File: config.mk
export PLATFORM = sky130hd
export DESIGN_NAME = mem_stage
export DESIGN_NICKNAME = d
export VERILOG_FILES = /design/src/rtl/mem_stage_pkg.sv /design/src/rtl/mem_stage_load_align.sv /design/src/rtl/mem_stage.sv
export SDC_FILE = /design/constraint.sdc
export NUM_CORES = 1
export LEC_CHECK = 0
export CELL_PAD_IN_SITES_DETAIL_PLACEMENT = 2
export CELL_PAD_IN_SITES_GLOBAL_PLACEMENT = 2
export CORE_UTILIZATION = 21
export CTS_BUF_LIST = sky130_fd_sc_hd__clkbuf_8
export DETAILED_ROUTE_END_ITERATION = 16
export GPL_TIMING_DRIVEN = 1
export HOLD_SLACK_MARGIN = 0.12
export PLACE_DENSITY_LB_ADDON = 0.08
export SLEW_MARGIN = 20
export SYNTH_ARGS = -nofsm -noshare
export SYNTH_HDL_FRONTEND = slang
export SYNTH_HIERARCHICAL = 1
export SYNTH_SLANG_ARGS = --single-unit
export TNS_END_PERCENT = 30
File: constraint.sdc
create_clock -name clk -period 2.8 [get_ports clk]
set_input_delay 0.56 -clock clk [delete_from_list [all_inputs] [get_ports clk]]
set_output_delay 0.56 -clock clk [all_outputs]
set_load 0.05 [all_outputs]
File: src/rtl/mem_stage_pkg.sv
// Shared definitions for the memory-access stage: load-type encodings,
// LWL/LWR one-hot layout and the reset image of the pipeline payload.
package mem_stage_pkg;

   localparam int LUB_LW  = 0;
   localparam int LUB_LB  = 1;
   localparam int LUB_LBU = 2;
   localparam int LUB_LH  = 3;
   localparam int LUB_LHU = 4;

   // onehot[OH_LWL+k] is LWL at byte offset k, onehot[OH_LWR+k] is LWR
   localparam int OH_LWL = 0;
   localparam int OH_LWR = 4;

   typedef struct packed {
      logic [31:0] alures;
      logic [4:0]  sel_wbdata;
      logic [4:0]  lubhw_con;
      logic [7:0]  onehot;
      logic [31:0] pc;
      logic [31:0] nnpc;
      logic [4:0]  wnum;
      logic [2:0]  write_type;
      logic        exception;
      logic        bd;
      logic        eret;
      logic [4:0]  exc_code;
      logic [7:0]  cp0_addr;
      logic [1:0]  mftc0_op;
      logic [31:0] mtc0_data;
      logic [31:0] error_vaddr;
   } mem_pl_t;

   localparam mem_pl_t INI_PL = '0;

endpackage

File: src/rtl/mem_stage_load_align.sv
// Load result formatter: byte/half extension and LWL/LWR merge with rt.
module load_align
   import mem_stage_pkg::*;
(
   input  logic [31:0] i_rdata,
   input  logic [31:0] i_rt,
   input  logic [1:0]  i_addr,
   input  logic [4:0]  i_lubhw_con,
   input  logic [7:0]  i_onehot,
   output logic [31:0] o_load_data
);

   logic [7:0]  w_byte;
   logic [15:0] w_half;

   assign w_byte = i_rdata[{i_addr, 3'b000} +: 8];
   assign w_half = i_addr[1] ? i_rdata[31:16] : i_rdata[15:0];

   always_comb begin
      o_load_data = '0;
      if (|i_onehot) begin
         unique case (1'b1)
            i_onehot[OH_LWL+0]: o_load_data = {i_rdata[7:0], i_rt[23:0]};
            i_onehot[OH_LWL+1]: o_load_data = {i_rdata[15:0], i_rt[15:0]};
            i_onehot[OH_LWL+2]: o_load_data = {i_rdata[23:0], i_rt[7:0]};
            i_onehot[OH_LWL+3]: o_load_data = i_rdata;
            i_onehot[OH_LWR+0]: o_load_data = i_rdata;
            i_onehot[OH_LWR+1]: o_load_data = {i_rt[31:24], i_rdata[31:8]};
            i_onehot[OH_LWR+2]: o_load_data = {i_rt[31:16], i_rdata[31:16]};
            i_onehot[OH_LWR+3]: o_load_data = {i_rt[31:8], i_rdata[31:24]};
            default:            o_load_data = '0;
         endcase
      end else begin
         unique case (1'b1)
            i_lubhw_con[LUB_LW]:  o_load_data = i_rdata;
            i_lubhw_con[LUB_LB]:  o_load_data = {{24{w_byte[7]}}, w_byte};
            i_lubhw_con[LUB_LBU]: o_load_data = {24'd0, w_byte};
            i_lubhw_con[LUB_LH]:  o_load_data = {{16{w_half[15]}}, w_half};
            i_lubhw_con[LUB_LHU]: o_load_data = {16'd0, w_half};
            default:              o_load_data = '0;
         endcase
      end
   end

endmodule

File: src/rtl/mem_stage.sv
// Memory-access pipeline stage: one-entry register between execute and
// write-back, RAM read-word hold across stalls, load formatting.
module mem_stage
   import mem_stage_pkg::*;
(
   input  logic        clk,
   input  logic        rst_n,
   input  logic        wb_allowin_in,
   output logic        mem_allowin_out,
   input  logic        exe_valid_in,
   output logic        mem_valid_out,
   input  logic        wb_ClrStpJmp_in,
   input  logic [31:0] exe_alures_in,
   input  logic [4:0]  exe_sel_wbdata_in,
   input  logic [4:0]  exe_lubhw_con_in,
   input  logic [7:0]  exe_onehot_in,
   input  logic [31:0] exe_PC_in,
   input  logic [31:0] exe_NNPC_in,
   input  logic [4:0]  exe_wnum_in,
   input  logic [2:0]  exe_write_type_in,
   input  logic        exe_exception_in,
   input  logic        exe_bd_in,
   input  logic        exe_eret_in,
   input  logic [4:0]  exe_ExcCode_in,
   input  logic [7:0]  exe_cp0_addr_in,
   input  logic [1:0]  exe_mftc0_op_in,
   input  logic [31:0] exe_mtc0_data_in,
   input  logic [31:0] exe_error_VAddr_in,
   input  logic [31:0] dm_rdata_in,
   output logic [31:0] mem_load_data_out,
   output logic [31:0] mem_alures_out,
   output logic [4:0]  mem_sel_wbdata_out,
   output logic [4:0]  mem_lubhw_con_out,
   output logic [7:0]  mem_onehot_out,
   output logic [31:0] mem_PC_out,
   output logic [31:0] mem_NNPC_out,
   output logic [4:0]  mem_wnum_out,
   output logic [2:0]  mem_write_type_out,
   output logic        mem_exception_out,
   output logic        mem_bd_out,
   output logic        mem_eret_out,
   output logic [4:0]  mem_ExcCode_out,
   output logic [7:0]  mem_cp0_addr_out,
   output logic [1:0]  mem_mftc0_op_out,
   output logic [31:0] mem_mtc0_data_out,
   output logic [31:0] mem_error_VAddr_out,
   output logic        mem_exc_inflight_out
);

   logic        r_valid;
   logic        r_first;
   logic [31:0] r_hold;
   mem_pl_t     r_pl;
   mem_pl_t     w_in;
   logic        w_allowin;
   logic [31:0] w_rdata;

   assign w_in = '{
      alures:      exe_alures_in,
      sel_wbdata:  exe_sel_wbdata_in,
      lubhw_con:   exe_lubhw_con_in,
      onehot:      exe_onehot_in,
      pc:          exe_PC_in,
      nnpc:        exe_NNPC_in,
      wnum:        exe_wnum_in,
      write_type:  exe_write_type_in,
      exception:   exe_exception_in,
      bd:          exe_bd_in,
      eret:        exe_eret_in,
      exc_code:    exe_ExcCode_in,
      cp0_addr:    exe_cp0_addr_in,
      mftc0_op:    exe_mftc0_op_in,
      mtc0_data:   exe_mtc0_data_in,
      error_vaddr: exe_error_VAddr_in
   };

   assign w_allowin = !r_valid || wb_allowin_in || wb_ClrStpJmp_in;

   always_ff @(posedge clk) begin
      if (!rst_n || wb_ClrStpJmp_in) begin
         r_valid <= 1'b0;
         r_first <= 1'b0;
         r_pl    <= INI_PL;
      end else if (w_allowin) begin
         r_valid <= exe_valid_in;
         r_first <= exe_valid_in;
         r_pl    <= exe_valid_in ? w_in : INI_PL;
      end else begin
         r_first <= 1'b0;
      end
   end

   // RAM word is only live in the first cycle; keep it if WB stalls us
   always_ff @(posedge clk) begin
      if (!rst_n)
         r_hold <= '0;
      else if (r_first && !wb_allowin_in)
         r_hold <= dm_rdata_in;
   end

   assign w_rdata = r_first ? dm_rdata_in : r_hold;

   load_align u_align (
      .i_rdata     (w_rdata),
      .i_rt        (r_pl.mtc0_data),
      .i_addr      (r_pl.alures[1:0]),
      .i_lubhw_con (r_pl.lubhw_con),
      .i_onehot    (r_pl.onehot),
      .o_load_data (mem_load_data_out)
   );

   assign mem_allowin_out      = w_allowin;
   assign mem_valid_out        = r_valid;
   assign mem_exc_inflight_out = r_valid && (r_pl.exception || r_pl.eret);
   assign mem_alures_out       = r_pl.alures;
   assign mem_sel_wbdata_out   = r_pl.sel_wbdata;
   assign mem_lubhw_con_out    = r_pl.lubhw_con;
   assign mem_onehot_out       = r_pl.onehot;
   assign mem_PC_out           = r_pl.pc;
   assign mem_NNPC_out         = r_pl.nnpc;
   assign mem_wnum_out         = r_pl.wnum;
   assign mem_write_type_out   = r_pl.write_type;
   assign mem_exception_out    = r_pl.exception;
   assign mem_bd_out           = r_pl.bd;
   assign mem_eret_out         = r_pl.eret;
   assign mem_ExcCode_out      = r_pl.exc_code;
   assign mem_cp0_addr_out     = r_pl.cp0_addr;
   assign mem_mftc0_op_out     = r_pl.mftc0_op;
   assign mem_mtc0_data_out    = r_pl.mtc0_data;
   assign mem_error_VAddr_out  = r_pl.error_vaddr;

endmodule
==> summary.md, run 1 <==
| Metric | Value |
|---|---|
| Distinct cells, synth | `37` |
| Hold Worst Slack | `about 350 ps` |
| NetSw | `2.81 mW` |
| Post-Layout Cell Count | `~2500` |
| Maxcap violations | `0` |
| Final WS setup | `-598 ps` |
| Max incr delay on CP | `about 410 ps` |
| Grt total ovfl | `0` |
| Syn Area/Cell | `just over 8 µm²` |
| Post-DR wirelength/cell | `about 23 µm` |
| First-pass GRT wire length | `between 80000 and 90000 µm` |
| Slew HR | `a little under three fifths` |
| Worst setup startpoint | `r_first$_SDFF_PP0_` |
| Worst EP required | `roughly 2200 ps` |
| Number of fillers in the final layout | `approximately 5600` |
| Fraction of layout cells with a size suffix above 1 | `between 10% and 20%` |
| Post-synth top area cell | `dfxtp_1` |
| Post-Route Utilization | `a little over a third` |
| Worst EP arrival | `around 2800 ps` |
| Most common library cells after synthesis | `nand2_1 (302), dfxtp_1 (238), a21oi_1 (210)` |
| IO Pins | `480` |
| Clock-pin slew on the worst setup and hold paths | `approximately 60 ps` |
| CP max stage cell | `dfxtp_4` |
| Internal Power | `6.22 mW` |
| Most frequent cell after synthesis | `nand2_1` |
| Measured slew at the worst slew-check pin | `roughly 640 ps` |
| Power Density | `roughly 500 nW/µm²` |
| Placer Congestion | `between 0.8 and 0.9` |
| Via/cell ratio | `between 4 and 5` |
| Area grow syn2layout | `67.5%` |
| Crit-path cells | `mux2_4 -> mux2_4 -> a222oi_1 -> buf_4 -> buf_8 -> a21boi_4 -> o2111ai_4 -> buf_6` |
| Global routing met3 resource utilization | `about 7%` |
| Sequential Area | `~4800 µm²` |
| Die width | `about 230 µm` |
| Drt initial violations | `509` |
| Pin count of the biggest net entering global routing | `70` |
| Failing checks | `setup timing` |
| Ys async rst share | `0%` |
| GR Util met1 | `between 20 and 25%` |
| HPWL Detailed | `roughly 43000 µm` |
| Core box area | `around 50000 µm²` |
| Top_reg_cell synth | `dfxtp_1` |
| Seq cells post-synth | `between 200 and 250` |
| Switching Share | `a little under a third` |
| Final period utilization | `121%` |
| Clock Path Buffers | `3` |
| Final Setup Violations | `32` |
| IO Port Bufs | `approximately 480` |
| Drt first pass iters | `6` |
| Multi-input gate area | `about 5700 µm²` |
| Clock power frac | `39.6%` |
| Syn Nets | `about 1600` |
| Antenna violations before repair | `11` |
| Worst VDD drop | `just under 0.3 mV` |
| Via count of the routed design | `12300` |
| Critical path type | `register to output port` |
| Final setup skew | `roughly 13 ps` |
| TritonCTS clock tree | `built` |
| Critical path endpoint category | `output port` |
| Combinational power share | `21.2%` |
| Die height | `around 230 µm` |
| Met2 Usage GRT | `~40%` |
| Number of synthesized flops with an enable pin | `0` |
| CP Max Fanout | `8` |
| Cells after DPL | `between 2000 and 2500` |
| H-tree Lvls | `2` |
| Type of origin of the critical path | `register` |
| CTS root buffer | `clkbuf_8` |
| Clk_lat worst skew | `around 610 ps` |
| F_max | `a little under 300 MHz` |
| Rows | `just over 80` |
| GRT Total Usage | `between 20 and 25%` |
| RSZ-0062 raised after global routing | `yes` |
| Hold WC Path Type | `input pin to register` |
| Initial Util | `between 20% and 30%` |
| Layout Nets | `~2000` |
| DRC viols | `0` |
| Post-route ant nets | `0` |
| Num CTS Buffers | `between 40 and 50` |
| Clk sinks | `roughly 240` |
| GR peak layer | `met2` |
| Sequential fraction of the synthesis area | `about 44%` |
| Minimum clock period | `about 3400 ps` |
| Syn Inst Count | `between 1000 and 1500` |
| Worst Min Path Start | `exe_valid_in` |
| Worst r2r src | `mem_valid_out$_SDFFE_PP0P_` |
| Vias in the first global route | `around 14000` |
| Post-synth top area share | `~44%` |
| Most frequent CP cell | `mux2_4` |
| Final wirelength | `slightly below 60000 µm` |
| Setup total negative slack | `-15310 ps` |
| Fin. max-slew vios | `0` |
| Hold Vio Cnt, Final | `0` |
| Run status | `finished with violations` |
| Largest cells by area after synthesis | `dfxtp_1 (44%), nand2_1 (11%), a21oi_1 (9.7%)` |
| Mapped cell area | `about 11000 µm²` |
| Die area | `approximately 52000 µm²` |
| Synth warn | `6` |
| Reg power frac | `39.3%` |
| Leak | `between 6 and 7 nW` |
[per-stage QoR]
stage	area, µm²	power (mW)	setup WS (ps)
floorplan	11100	4.58	-218
global placement	16900	5.49	-708
detailed placement	16900	5.51	-765
CTS	18000	9.23	-630
global route	18100	9.45	-728
finish	18100	9.03	-598
[power by group through the flow]
| stage | sequential [mW] | clock [mW] | combinational, mW |
|---|---|---|---|
| global route | 3.55 | 3.89 | 2.01 |
| finish | 3.54 | 3.58 | 1.91 |
| global placement | 3.61 | 0 | 1.88 |
| CTS | 3.54 | 3.76 | 1.93 |
| detailed placement | 3.62 | 0 | 1.89 |
| floorplan | 3.88 | 0 | 0.699 |
[sequential cells by signal, indices dropped and copies added (netlist names), 2 cells and up]
signal               cells
mem_lubhw_con_out        5
mem_cp0_addr_out         8
mem_onehot_out           8
mem_error_VAddr_out     32
mem_mftc0_op_out         2
mem_write_type_out       3
mem_NNPC_out            32
mem_wnum_out             5
mem_mtc0_data_out       32
mem_PC_out              32
r_hold                  32
mem_alures_out          32
mem_sel_wbdata_out       5
mem_ExcCode_out          5
[path summary, 6_finish.rpt]
check	end	slack [ps]	cells after the start
worst min-delay path	mem_error_VAddr_out[5]$_SDFFE_PP0P_	350	3
worst max register to register	mem_PC_out[16]$_SDFFE_PP0P_	1040	5
worst min register to register	mem_error_VAddr_out[15]$_SDFFE_PP0P_	450	2
worst max-delay path	mem_load_data_out[31]	-600	8
[layer usage]
layer | routed length, µm | up-vias
met1 | 22900 | 6111
met5 | 74 | -
met3 | 4100 | 112
li1 | - | 5651
met2 | 29900 | 372
met4 | 1840 | 10
[timing repair]
item / CTS / global route
gates cloned: 1 / 0
endpoints found under the hold margin: 0 / 0
pin swaps: 10 / 0
gates resized for setup: 57 / 5
setup buffers: 2 / 0
setup endpoints to repair: 34 / 34
hold buffers: 0 / 0
[critical path: cells and delay by family, from the launching register on]
kind,cells,cell delay [ps]
AO/OA/AOI/OAI,3,650
buffers and inverters,3,560
flip-flops,1,410
multiplexers,2,610
[final cells by class]
class | count | area share (%)
diodes | 6 | 0.0832
well taps | 672 | 4.66
multi-input cells | 951 | 31.8
flip-flops and latches | 238 | 26.4
clock buffers | 61 | 4.65
repair buffers | 566 | 31.9
clock inverters | 18 | 0.450
inverters | 1 | 0.0208
[cells by family after synthesis]
group	Yosys count	share of synthesized area, %
DFF	238	44.2
muxes	43	4.40
buffers and inverters	135	7.15
and+or+nand+nor	551	22.9
AOI/OAI and AO/OA	357	21.3
[cells in the final DEF, fill, tap and decap left out, types with 25 or more instances in the layout]
cell | synthesis | final
clkdlybuf4s50_1 | 0 | 440
nand2_1 | 302 | 301
dfxtp_1 | 238 | 235
nand3_1 | 194 | 194
a21oi_1 | 210 | 194
buf_4 | 17 | 77
clkbuf_8 | 0 | 61
a222oi_1 | 33 | 33
mux2_2 | 35 | 30
a21boi_0 | 43 | 27
a21oi_2 | 10 | 26
buf_12 | 0 | 25
Note: power is estimated with default switching activity, not from simulation.
==> run 2, diff against run 1 <==
SKIP_CTS_REPAIR_TIMING = 1   (was not set)
==> run 2 against run 1 <==
Compared with the run above: the run still ends with setup timing left; worst setup slack gained 7.4 ps; clock-buffer cell count unchanged; clock power about the same; total power about the same; design area barely moved; hold slack better by 0.67 ps; clock skew grew 0.93 ps; critical path depth did not move; combinational power about the same; core utilization is essentially flat; largest cell class unchanged; highest routed layer unchanged.
==> summary.md, run 2 (synthesis gave the netlist of run 1 again) <==
| Metric | Value |
|---|---|
| F_max | `295 MHz` |
| Final setup skew | `~14 ps` |
| Maxcap violations | `0` |
| Placer Congestion | `roughly 0.85` |
| Rows | `82` |
| GRT Total Usage | `a little over a fifth` |
| Cells after DPL | `around 2400` |
| Post-DR wirelength/cell | `between 20 and 25 µm` |
| Post-route cell area | `roughly 18000 µm²` |
| Num CTS Buffers | `48` |
| Antenna violations before repair | `11` |
| NetSw | `between 2 and 3 mW` |
| Minimum clock period | `3390 ps` |
| Die area | `roughly 52000 µm²` |
| Worst EP arrival | `2830 ps` |
| Internal Power | `6.22 mW` |
| H-tree Lvls | `2` |
| RSZ-0062 raised after global routing | `yes` |
| Die height | `around 230 µm` |
| DRC viols | `0` |
| Run status | `finished with violations` |
| First-pass GRT wire length | `~87000 µm` |
| Final Setup Violations | `32` |
| Post-route ant nets | `0` |
| Grt total ovfl | `0` |
| Pin count of the biggest net entering global routing | `70` |
| Vias in the first global route | `13400` |
| Core box area | `50400 µm²` |
| Combinational power share | `between 20% and 30%` |
| Layout Nets | `between 2000 and 2500` |
| IO Pins | `480` |
| TritonCTS clock tree | `built` |
| Top delay family on crit path | `compound AO/OA/AOI/OAI gates` |
| Placed Area | `roughly 17000 µm²` |
| Hold Vio Cnt, Final | `0` |
| Slew HR | `around 57%` |
| CP Max Fanout | `8` |
| Power Density | `around 500 nW/µm²` |
| Clk_lat worst skew | `around 600 ps` |
| Final WS setup | `-590 ps` |
| Tot Pwr | `between 9 and 10 mW` |
| Setup total negative slack | `-14850 ps` |
| Critical path type | `register to output port` |
| CP max stage cell | `dfxtp_4` |
| Fin. max-slew vios | `0` |
| Drt initial violations | `516` |
| Via/cell ratio | `~4.9` |
| Die width | `approximately 230 µm` |
| Clock power frac | `roughly two fifths` |
| Worst EP required | `around 2200 ps` |
| Final wirelength | `just under 60000 µm` |
| Clock-pin slew on the worst setup and hold paths | `60 ps` |
| Clk sinks | `around 240` |
| Post-Route Utilization | `between 30% and 40%` |
| Hold WC Path Type | `input pin to register` |
| Leak | `between 6 and 7 nW` |
| Initial Util | `21.4%` |
| Max incr delay on CP | `~410 ps` |
| Via count of the routed design | `between 10000 and 15000` |
| Crit-path cells | `mux2_4 -> mux2_4 -> a222oi_1 -> buf_4 -> buf_8 -> a21boi_2 -> o2111ai_2 -> buf_6` |
| Pre-CTS WS | `-765 ps` |
| Hold Worst Slack | `between 300 and 400 ps` |
| Clock Path Buffers | `3` |
| IO Port Bufs | `479` |
| Most common cell after layout, fill and taps aside | `clkdlybuf4s50_1` |
| CTS root buffer | `clkbuf_8` |
| Type of origin of the critical path | `register` |
| Fraction of layout cells with a size suffix above 1 | `17.1%` |
| Most frequent CP cell | `mux2_4` |
| Area grow syn2layout | `67.4%` |
| Final period utilization | `121%` |
| Buffers plus inverters on the worst setup path | `3` |
| Critical path endpoint category | `output port` |
| Post-Layout Cell Count | `2513` |
| Reg power frac | `around two fifths` |
| Most frequent cells in the layout | `clkdlybuf4s50_1 (440), nand2_1 (301), dfxtp_1 (235), nand3_1 (194), a21oi_1 (194)` |
| Failing checks | `setup timing` |
| Switching Share | `between 30% and 40%` |
| HPWL Detailed | `43000 µm` |
| Drt first pass iters | `9` |
| Measured slew at the worst slew-check pin | `roughly 640 ps` |
| Worst VDD drop | `just under 0.3 mV` |
run 2: cell count changes in the layout (fill, tap and decap cells not counted), sizes merged:
cell,previous run,this run
dlygate4sd2,2,0
dlymetal6s2s,1,3
run 2: metal layers:
layer | vias up | global-route usage (%) | share of wire (%)
met5 | - | 0 | 0.13
met4 | 10 | 7.19 | 3.3
met3 | 114 | 6.89 | 7.1
met2 | 371 | 39.4 | 51
met1 | 6137 | 24.1 | 39
li1 | 5655 | - | -
run 2: final cells by class:
cell class / count / area (µm²)
Antenna cell: 6 / 15.0
Sequential cell: 238 / 4770
Fill cell: 5581 / 32300
Clock inverter: 18 / 81.3
Clock buffer: 61 / 840
Inverter: 1 / 3.75
Multi-Input combinational cell: 951 / 5730
Timing Repair Buffer: 566 / 5760
Tap cell: 672 / 841
run 2: worst paths after layout:
kind	slack [ps]	startpoint	endpoint	cells after the start
worst min register to register	450	mem_error_VAddr_out[15]$_SDFFE_PP0P_	mem_error_VAddr_out[15]$_SDFFE_PP0P_	2
worst max register to register	1030	mem_valid_out$_SDFFE_PP0P_	mem_PC_out[16]$_SDFFE_PP0P_	5
worst min-delay path	350	exe_valid_in	mem_error_VAddr_out[5]$_SDFFE_PP0P_	3
worst max-delay path	-590	r_first$_SDFF_PP0_	mem_load_data_out[31]	8
run 2: tightest hold or removal path, stage by stage:
cell	delay [ps]
buf_6	180
nand3_1	100
a21oi_1	60
run 2: power groups by stage:
stage | registers [mW] | logic (mW) | clock network [mW]
floorplan | 3.88 | 0.699 | 0
global placement | 3.61 | 1.88 | 0
detailed placement | 3.62 | 1.89 | 0
CTS | 3.54 | 1.90 | 3.76
global route | 3.55 | 2.01 | 3.89
finish | 3.54 | 1.91 | 3.58
==> run 3, diff against run 2 <==
ABC_AREA = 1   (was not set)
CORE_UTILIZATION = 20   (was 21)
==> run 3 against run 2 <==
Compared with the run above: critical path depth rose by 6; clock power rose by 2%; routed wire length rose by 21%; worst setup slack improved by 410 ps; first-iteration DRC count rose by 2.1%; the run still ends with setup timing left; hold slack improved by 100 ps; critical path type unchanged.
==> summary.md, run 3 <==
| Metric | Value |
|---|---|
| Largest family of logic cells by synthesized area | `simple AND/OR/NAND/NOR gates` |
| CTS root buffer | `clkbuf_8` |
| Ys async rst share | `0%` |
| Post-route ant nets | `0` |
| Number of fillers in the final layout | `between 7000 and 8000` |
| Worst EP arrival | `between 2000 and 2500 ps` |
| Mapped cell area | `roughly 13000 µm²` |
| Clk_lat worst skew | `650 ps` |
| Maxcap violations | `0` |
| Fin. max-slew vios | `0` |
| Type of origin of the critical path | `register` |
| HPWL Detailed | `approximately 52000 µm` |
| R2r worst-path depth | `6` |
| Slew HR | `about 56%` |
| Top_reg_cell synth | `dfxtp_1` |
| Top sig layer | `met5` |
| Rows | `around 90` |
| IO Port Bufs | `479` |
| Post-Synth XOR/XNOR Area | `0%` |
| Drt initial violations | `527` |
| Pin count of the biggest net entering global routing | `70` |
| Worst setup startpoint | `r_first$_SDFF_PP0_` |
| Number of synthesized flops with an enable pin | `0` |
| Run status | `finished with violations` |
| Fraction of layout cells with a size suffix above 1 | `10.9%` |
| Hold Vio Cnt, Final | `0` |
| Tot Pwr | `between 9 and 10 mW` |
| Largest cells by area after synthesis | `dfxtp_1 (38%), nand2_1 (27%), nor2_1 (12%)` |
| RSZ-0062 raised after global routing | `yes` |
| Initial Util | `20.2%` |
| Core box area | `~63000 µm²` |
| DRC viols | `0` |
| Critical path type | `register to output port` |
| Placer Congestion | `around 0.82` |
| Final setup skew | `20.6 ps` |
| Power Density | `~470 nW/µm²` |
| Routed length on met2 | `between 30000 and 40000 µm` |
| Syn Area/Cell | `approximately 5.8 µm²` |
| Setup total negative slack | `-4310 ps` |
| Clock Path Buffers | `3` |
| Die height | `around 250 µm` |
| Routed met1 length | `27400 µm` |
| F_max | `~340 MHz` |
| Area grow syn2layout | `59.1%` |
| TritonCTS clock tree | `built` |
| Post-synth top area cell | `dfxtp_1` |
| Most common cell after layout, fill and taps aside | `nand2_1` |
| CP Max Fanout | `8` |
| Post-Synth Adder-Cell Area | `0%` |
| Seq cells post-synth | `between 200 and 250` |
| Hold WC Path Type | `input pin to register` |
| Sequential fraction of the synthesis area | `~38%` |
| Via/cell ratio | `about 4.4` |
| Most common library cells after synthesis | `nand2_1 (927), nor2_1 (417), dfxtp_1 (238)` |
| Post-DR wirelength/cell | `around 20 µm` |
| Multi-input gate area | `approximately 6900 µm²` |
| Syn Inst Count | `2174` |
| Post-synthesis mux area share | `0%` |
| Cells after DPL | `3426` |
| Die width | `254 µm` |
| Critical path endpoint category | `output port` |
| Clk sinks | `between 200 and 250` |
| Final WS setup | `-182 ps` |
| Via count of the routed design | `~15000` |
| Leak | `just under 10 nW` |
| Critical Path Sink | `mem_load_data_out[18]` |
| Minimum clock period | `slightly below 3000 ps` |
| Reg-to-Reg End | `mem_error_VAddr_out[17]$_SDFFE_PP0P_` |
| Distinct cells, synth | `25` |
| Drt first pass iters | `4` |
| Num CTS Buffers | `52` |
| Worst EP required | `around 2200 ps` |
| H-tree Lvls | `2` |
| Hold Worst Slack | `about 460 ps` |
| WL met3 | `5000 µm` |
| GRT Total Usage | `around a fifth` |
| Worst VDD drop | `approximately 0.28 mV` |
| Vias in the first global route | `around 17000` |
| Syn Nets | `2415` |
| Layout Nets | `approximately 2900` |
| Final Setup Violations | `31` |
| Failing checks | `setup timing` |
| IO Pins | `480` |
| Compound-Gate Fraction of Synth Area | `slightly above 5%` |
| Antenna violations before repair | `15` |
| Most frequent cell after synthesis | `nand2_1` |
| Die area | `64500 µm²` |
| Final wirelength | `71300 µm` |
| Clock-pin slew on the worst setup and hold paths | `about 60 ps` |
| Measured slew at the worst slew-check pin | `~650 ps` |
| First-pass GRT wire length | `between 100000 and 150000 µm` |
| Post-synth top area share | `37.5%` |
| Synth warn | `6` |
| Worst r2r src | `mem_valid_out$_SDFFE_PP0P_` |
| Grt total ovfl | `0` |
| Post-synthesis simple-gate area fraction | `between 40% and 50%` |
| Final period utilization | `107%` |
| R2r setup slk | `roughly 1300 ps` |
| Most frequent cells in the layout | `nand2_1 (882), clkdlybuf4s50_1 (438), nor2_1 (416), dfxtp_1 (236), inv_1 (190)` |
| Post-Layout Cell Count | `~3500` |
| Sequential Area | `4770 µm²` |
-- run 3: cell types whose count changed after synthesis, sizes merged, moves of 33 or more --
cell	change
a21boi	-41
a21oi	-195
a222oi	-33
inv	+185
mux2	-35
nand2	+629
nand3	-67
nor2	+411
o21ai	+63
-- run 3: cell families after synthesis --
| kind of cell | after synthesis |
|---|---|
| AND/OR/NAND/NOR | 1498 |
| buffers and inverters | 325 |
| flip-flops | 238 |
| AO/OA/AOI/OAI | 113 |
-- run 3: area by class of cell --
class / count / area share [%]
Antenna cell: 4 / 0.0495
Timing Repair Buffer: 561 / 29.1
Inverter: 186 / 3.53
Tap cell: 846 / 5.24
Clock buffer: 61 / 4.15
Clock inverter: 19 / 0.390
Sequential cell: 238 / 23.6
Multi-Input combinational cell: 1611 / 34.0
-- run 3: stage by stage --
stage	area, µm²	util [%]	setup WS [ps]
after floorplan	12700	-	236
after global placement	18500	29.4	-125
after detailed placement	18500	29.4	-147
after CTS	19400	30.8	-457
after global routing	20200	32.1	-313
final	20200	32.1	-182
-- run 3: critical path: stages (launching register included) --
cell	delay [ps]
dfxtp_4	390
inv_8	100
buf_12	160
nand2_4	60
nand2_4	80
inv_2	40
nand2_2	80
nand3_2	100
nand2_4	110
nand2_8	90
clkbuf_16	200
nand3_1	80
nand2_1	60
nand2_1	70
buf_6	160
-- run 3: worst min path at each step --
| stage | depth (start not counted) | slack (ps) | end | from |
|---|---|---|---|---|
| after CTS | 5 | 440 | mem_NNPC_out[21]$_SDFFE_PP0P_ | exe_valid_in |
| final | 5 | 460 | mem_NNPC_out[14]$_SDFFE_PP0P_ | exe_valid_in |
| after detailed placement | 2 | 470 | mem_error_VAddr_out[3]$_SDFFE_PP0P_ | mem_error_VAddr_out[3]$_SDFFE_PP0P_ |
| after global placement | 2 | 460 | r_hold[29]$_SDFFE_PN0P_ | r_hold[29]$_SDFFE_PN0P_ |
| after floorplan | 2 | 440 | r_hold[29]$_SDFFE_PN0P_ | r_hold[29]$_SDFFE_PN0P_ |
| after global routing | 5 | 480 | mem_NNPC_out[19]$_SDFFE_PP0P_ | exe_valid_in |
-- run 3: per-layer routing --
layer  GRT usage, %  vias to the layer above
li1               -                     7484
met1           22.6                     7531
met2           38.4                      325
met3           7.25                      121
met4           6.42                       24
met5              0                        -
-- run 3: report_power, final --
part / total [mW] / switching [mW] / internal, mW / leakage [nW]
Combinational: 2.24 / 1.36 / 0.874 / 7.27
Clock: 3.66 / 1.73 / 1.92 / 0.529
Sequential: 3.58 / 0.0821 / 3.50 / 1.94
Total: 9.48 / 3.18 / 6.30 / 9.74
